$ cat config.mk
export PLATFORM = sky130hd
export DESIGN_NAME = l1i_bus_transform
export DESIGN_NICKNAME = d
export VERILOG_FILES = /design/src/rtl/l1i_bus_transform.sv
export SDC_FILE = /design/constraint.sdc
export NUM_CORES = 1
export LEC_CHECK = 0
export ABC_AREA = 1
export BUFFER_PORTS_ARGS = -buffer_cell sky130_fd_sc_hd__buf_2
export CAP_MARGIN = 20
export CORE_AREA = 2 2 165 167
export CTS_CLUSTER_DIAMETER = 50
export DETAILED_ROUTE_END_ITERATION = 6
export DIE_AREA = 0 0 167 169
export PLACE_DENSITY = 0.85
export SLEW_MARGIN = 10
export SYNTH_ARGS = -nofsm -noshare
export SYNTH_HDL_FRONTEND = slang
export SYNTH_SLANG_ARGS = --single-unit
$ cat constraint.sdc
create_clock -name clk -period 6.9 [get_ports clk]
set_input_delay 1.38 -clock clk [delete_from_list [all_inputs] [get_ports clk]]
set_output_delay 1.38 -clock clk [all_outputs]
set_load 0.05 [all_outputs]
$ cat src/rtl/l1i_bus_transform.sv
// Bus-side line transfer engine for the L1 instruction cache: moves a 128-bit
// line to or from the system bus as four 32-bit beats and pulses done to the cache FSM.
module l1i_bus_transform #(
    parameter int BEATS  = 4,
    parameter int ADDR_W = 32
) (
    input  logic              clk,
    input  logic              rst,
    input  logic [1:0]        FSM_current_state,
    input  logic [31:0]       Core_CacheAddr,
    input  logic [31:0]       RAM_WbAddr,
    input  logic [127:0]      RAM_DataWrt,
    output logic              Transform_BusWrtDone,
    output logic              Transform_BusRdDone,
    output logic [127:0]      Transform_BusDataRdBuff,
    output logic              Bus_Req,
    output logic              Bus_We,
    output logic [ADDR_W-1:0] Bus_Addr,
    output logic [31:0]       Bus_WData,
    input  logic              Bus_Ack,
    input  logic [31:0]       Bus_RData
);
    localparam int BW = $clog2(BEATS);
    localparam logic [BW-1:0] LAST = BW'(BEATS - 1);
    localparam logic [1:0] CS_WRITE = 2'b01;
    localparam logic [1:0] CS_READ  = 2'b10;

    typedef enum logic [2:0] {
        S_IDLE, S_WR_BEAT, S_RD_BEAT, S_DONE_WR, S_DONE_RD, S_DRAIN
    } state_t;

    state_t            state_q, state_d;
    logic [1:0]        prev_q;
    logic [BW-1:0]     beat_q, beat_d;
    logic [ADDR_W-1:0] base_q, base_d;
    logic [127:0]      wbuf_q, wbuf_d;
    logic [127:0]      rbuf_q, rbuf_d;
    logic              wr_pend_q, wr_pend_d;
    logic              rd_pend_q, rd_pend_d;
    logic              abort_q, abort_d;
    logic              wr_edge, rd_edge, leaving;

    // Line offset bits of both addresses are irrelevant to a line transfer.
    logic unused_offsets;
    assign unused_offsets = ^{Core_CacheAddr[3:0], RAM_WbAddr[3:0]};

    always_comb begin
        wr_edge   = (FSM_current_state == CS_WRITE) && (prev_q != CS_WRITE);
        rd_edge   = (FSM_current_state == CS_READ)  && (prev_q != CS_READ);
        state_d   = state_q;
        beat_d    = beat_q;
        base_d    = base_q;
        wbuf_d    = wbuf_q;
        rbuf_d    = rbuf_q;
        abort_d   = abort_q;
        wr_pend_d = wr_pend_q | wr_edge;
        rd_pend_d = rd_pend_q | rd_edge;
        leaving   = 1'b0;
        case (state_q)
            S_IDLE: begin
                // Starts seen while busy are honoured here only if the state still matches.
                wr_pend_d = 1'b0;
                rd_pend_d = 1'b0;
                abort_d   = 1'b0;
                if ((wr_edge || wr_pend_q) && FSM_current_state == CS_WRITE) begin
                    state_d = S_WR_BEAT;
                    wbuf_d  = RAM_DataWrt;
                    base_d  = {RAM_WbAddr[ADDR_W-1:4], 4'b0000};
                    beat_d  = '0;
                end else if ((rd_edge || rd_pend_q) && FSM_current_state == CS_READ) begin
                    state_d = S_RD_BEAT;
                    rbuf_d  = '0;
                    base_d  = {Core_CacheAddr[ADDR_W-1:4], 4'b0000};
                    beat_d  = '0;
                end
            end
            S_WR_BEAT, S_RD_BEAT: begin
                leaving = abort_q ||
                          (FSM_current_state != ((state_q == S_WR_BEAT) ? CS_WRITE : CS_READ));
                abort_d = leaving;
                if (Bus_Ack) begin
                    if (state_q == S_RD_BEAT) begin
                        rbuf_d[32*beat_q +: 32] = Bus_RData;
                    end
                    if (leaving) begin
                        state_d = S_DRAIN;
                    end else if (beat_q == LAST) begin
                        state_d = (state_q == S_WR_BEAT) ? S_DONE_WR : S_DONE_RD;
                    end else begin
                        beat_d = beat_q + 1'b1;
                    end
                end
            end
            default: state_d = S_IDLE;
        endcase
    end

    always_ff @(posedge clk) begin
        if (rst) begin
            state_q   <= S_IDLE;
            prev_q    <= 2'b00;
            beat_q    <= '0;
            rbuf_q    <= '0;
            wr_pend_q <= 1'b0;
            rd_pend_q <= 1'b0;
            abort_q   <= 1'b0;
        end else begin
            state_q   <= state_d;
            prev_q    <= FSM_current_state;
            beat_q    <= beat_d;
            rbuf_q    <= rbuf_d;
            wr_pend_q <= wr_pend_d;
            rd_pend_q <= rd_pend_d;
            abort_q   <= abort_d;
        end
    end

    always_ff @(posedge clk) begin
        base_q <= base_d;
        wbuf_q <= wbuf_d;
    end

    // Bus outputs are decoded from registered state only and forced to zero outside a beat.
    assign Bus_Req                 = (state_q == S_WR_BEAT) || (state_q == S_RD_BEAT);
    assign Bus_We                  = (state_q == S_WR_BEAT);
    assign Bus_Addr                = Bus_Req ? (base_q + ADDR_W'({beat_q, 2'b00})) : '0;
    assign Bus_WData               = Bus_We ? wbuf_q[32*beat_q +: 32] : 32'h0;
    assign Transform_BusWrtDone    = (state_q == S_DONE_WR);
    assign Transform_BusRdDone     = (state_q == S_DONE_RD);
    assign Transform_BusDataRdBuff = rbuf_q;

endmodule

==> results.ini <==
[clock_network]
clock_sinks = 294
post_cts_buffers = 0
cts-resized-gates = 0
h-tree-depth = 2
tritoncts = yes
clock_latency_ps = 510
cts_buffers = 37
cts-root-buf = clkbuf_16
clk_pin_slew_worst_paths_ps = 60
cts_buffer_depth = 3
hold_buffers = 0

[synthesis]
synth_cell_types = 27
ys_seq_elements = 294
synth_top_area_share_pct = 36.9
synthCells = 1523
synth.largest_area_cell = edfxtp_1
syn-cell-area_sq_mm = 0.0127
synth-seq-area-share_pct = 58.6
async_flop_share_pct = 0
synth-edff-count = 156
ys.warnings.count = 0
syn_area_per_cell_sq_um = 8.34
synth_area_leaders = edfxtp_1 (37%), dfxtp_1 (22%), nand2_1 (9.8%)
synth_top_flop_cell = edfxtp_1

[routing]
vias = 11800
top_layer_used = met4
wire_per_inst_microns = 17.1
via_per_inst = 5.26
antenna_left = 0
drt_wl_total_mm = 38.6
drtPass1Iterations = 5
drt_iter0_drc = 1506
met3_length_mm = 3.37
met1_length_mm = 14.2
wl_met2_mm = 19.1
drc = 0

[sta]
rsz0062_at_grt = no
finClkSkew_ps = 15.3
min_period_over_period_pct = 65.4
worst_pin_slew_ps = 1120
drv_slew = 0
setup_tns_ps = 0
slew_headroom_pct = 25.2
fin_crit_ps = 4510
setup-violations-final = 0
fmax_ghz = 0.222
hold_viol = 0

[power]
power_density_mw_per_mm2 = 495
comb_power_share_pct = 45.9
swShare_pct = 47.7
power_switching_mw = 3.82
ir_worst_vdd_mv = 0.408
p_int_mw = 4.20
p_leak_nw = 7.33
clock_power_share_pct = 24.2
seq_power_share_pct = 29.9

[critical_path]
critical_path_class = register to primary output
cp.required_ps = 5520
critPathCaptureType = primary output
critPathLaunchType = register
arrival_ps = 3130
cp_max_fo = 72

[layout]
area_growth_pct = 27.5
nFillCells = 2193
fin_cells = 2253
drive_above_1_share_pct = 26.5
final_nets = 2119

[floorplanning]
rows = 60
fp.dieArea_sq_mm = 0.0282
ios = 425
core_area_sq_mm = 0.0265
dieHeight_microns = 169
die_w_microns = 167
start_util_pct = 47.9

[global_routing]
grt.overflow.total = 0
grt_pass1_vias = 11300
grt_max_degree = 90
grt_pass1_wl_mm = 58.8
antenna_found_initial = 1
grt_use_total_pct = 26.2

[placement]
dp_hpwl_mm = 26.1
io_buffers = 414
gp_routability_congestion = 0.941
placed_cells = 2183

[hold_path]
hold_path.class = register to register

[outcome]
outcome = completed

[job]
maxCapViolCount = 0

cells in the final DEF (no fill, tap or decap), drive strengths merged, types with 2 or more instances in the layout:
master  instances
nor3           96
buf           432
edfxtp        156
o21ai          80
conb            2
clkbuf         48
nand4          10
nor2          256
nand2         333
dfxtp         138
nand3          81
bufinv          3
inv           125
clkinv          9
a21oi         134
ha              5
metal layers:
layer / vias to the layer above / track usage (%)
met1: 5370 / 30.8
met3: 104 / 5.49
met4: 0 / 13.3
met2: 684 / 45.4
li1: 5683 / -
met5: - / 0
cell usage after synthesis (all sizes together) (5+ instances only):
master  count
edfxtp    156
nand3      81
inv       120
o21ai      80
clkbuf     55
ha          5
nor2      256
nand2     333
dfxtp     138
nand4      10
buf        55
a21oi     134
nor3       96
area by class of cell:
type,instances,area (sq um),share of cell area (%)
Sequential cell,294,7450,46.0
Multi-Input combinational cell,999,4370,27.0
Timing Repair Buffer,432,2260,13.9
Clock buffer,48,1040,6.43
Inverter,121,457,2.82
Tap cell,341,427,2.63
Clock inverter,17,200,1.24
Antenna cell,1,2.50,0.0154
metrics by stage:
step / util (%) / power, mW / hold slack, ps / area, sq um / setup WS, ps
final: 61.1 / 8.02 / 438 / 16200 / 2390
after global routing: 61.1 / 8.43 / 451 / 16200 / 2180
after CTS: 60.8 / 7.98 / 439 / 16100 / 2370
after detailed placement: 56.2 / 6.04 / 430 / 14900 / 2040
after global placement: 56.1 / 5.96 / 423 / 14900 / 2180
after floorplan: - / 5.17 / 459 / 12700 / 2090
cell families (layout without fill, tap and decap cells):
| group | after synthesis | count (layout) | synth area share (%) |
|---|---|---|---|
| simple gates | 777 | 777 | 25.1 |
| fa+ha+maj | 5 | 5 | 0.492 |
| compound gates | 215 | 215 | 8.55 |
| flops | 294 | 294 | 58.6 |
| buf+inv | 231 | 618 | 7.25 |
| other cells | 1 | 3 | 0.0295 |
flip-flops by register name (all words and copies together), names as in the netlist:
signal / flops
prev_q: 2
state_q: 3
rd_pend_q: 1
Transform_BusDataRdBuff: 128
base_q: 28
beat_q: 2
abort_q: 1
wbuf_q: 128
wr_pend_q: 1
power groups by stage:
stage	sequential [mW]	clock (mW)	combinational, mW
final	2.40	1.94	3.68
after detailed placement	2.43	0	3.61
after global routing	2.43	2.03	3.97
after global placement	2.41	0	3.54
after floorplan	3.19	0	1.98
after CTS	2.40	1.96	3.63
worst max-delay path, stage by stage, from the launching register on:
cell	delay, ps
dfxtp_1	450
nand3_2	670
nand2_2	410
buf_4	670
buf_2	410
final timing paths:
kind	start	to	slack (ps)	depth (start not counted)
max	state_q[0]	Bus_Req	2390	4
min	Transform_BusDataRdBuff[5]	Transform_BusDataRdBuff[5]	440	2
max reg2reg	beat_q[1]	Transform_BusDataRdBuff[25]	3130	10
min reg2reg	Transform_BusDataRdBuff[5]	Transform_BusDataRdBuff[5]	440	2
Note: power is estimated with default switching activity, not from simulation.
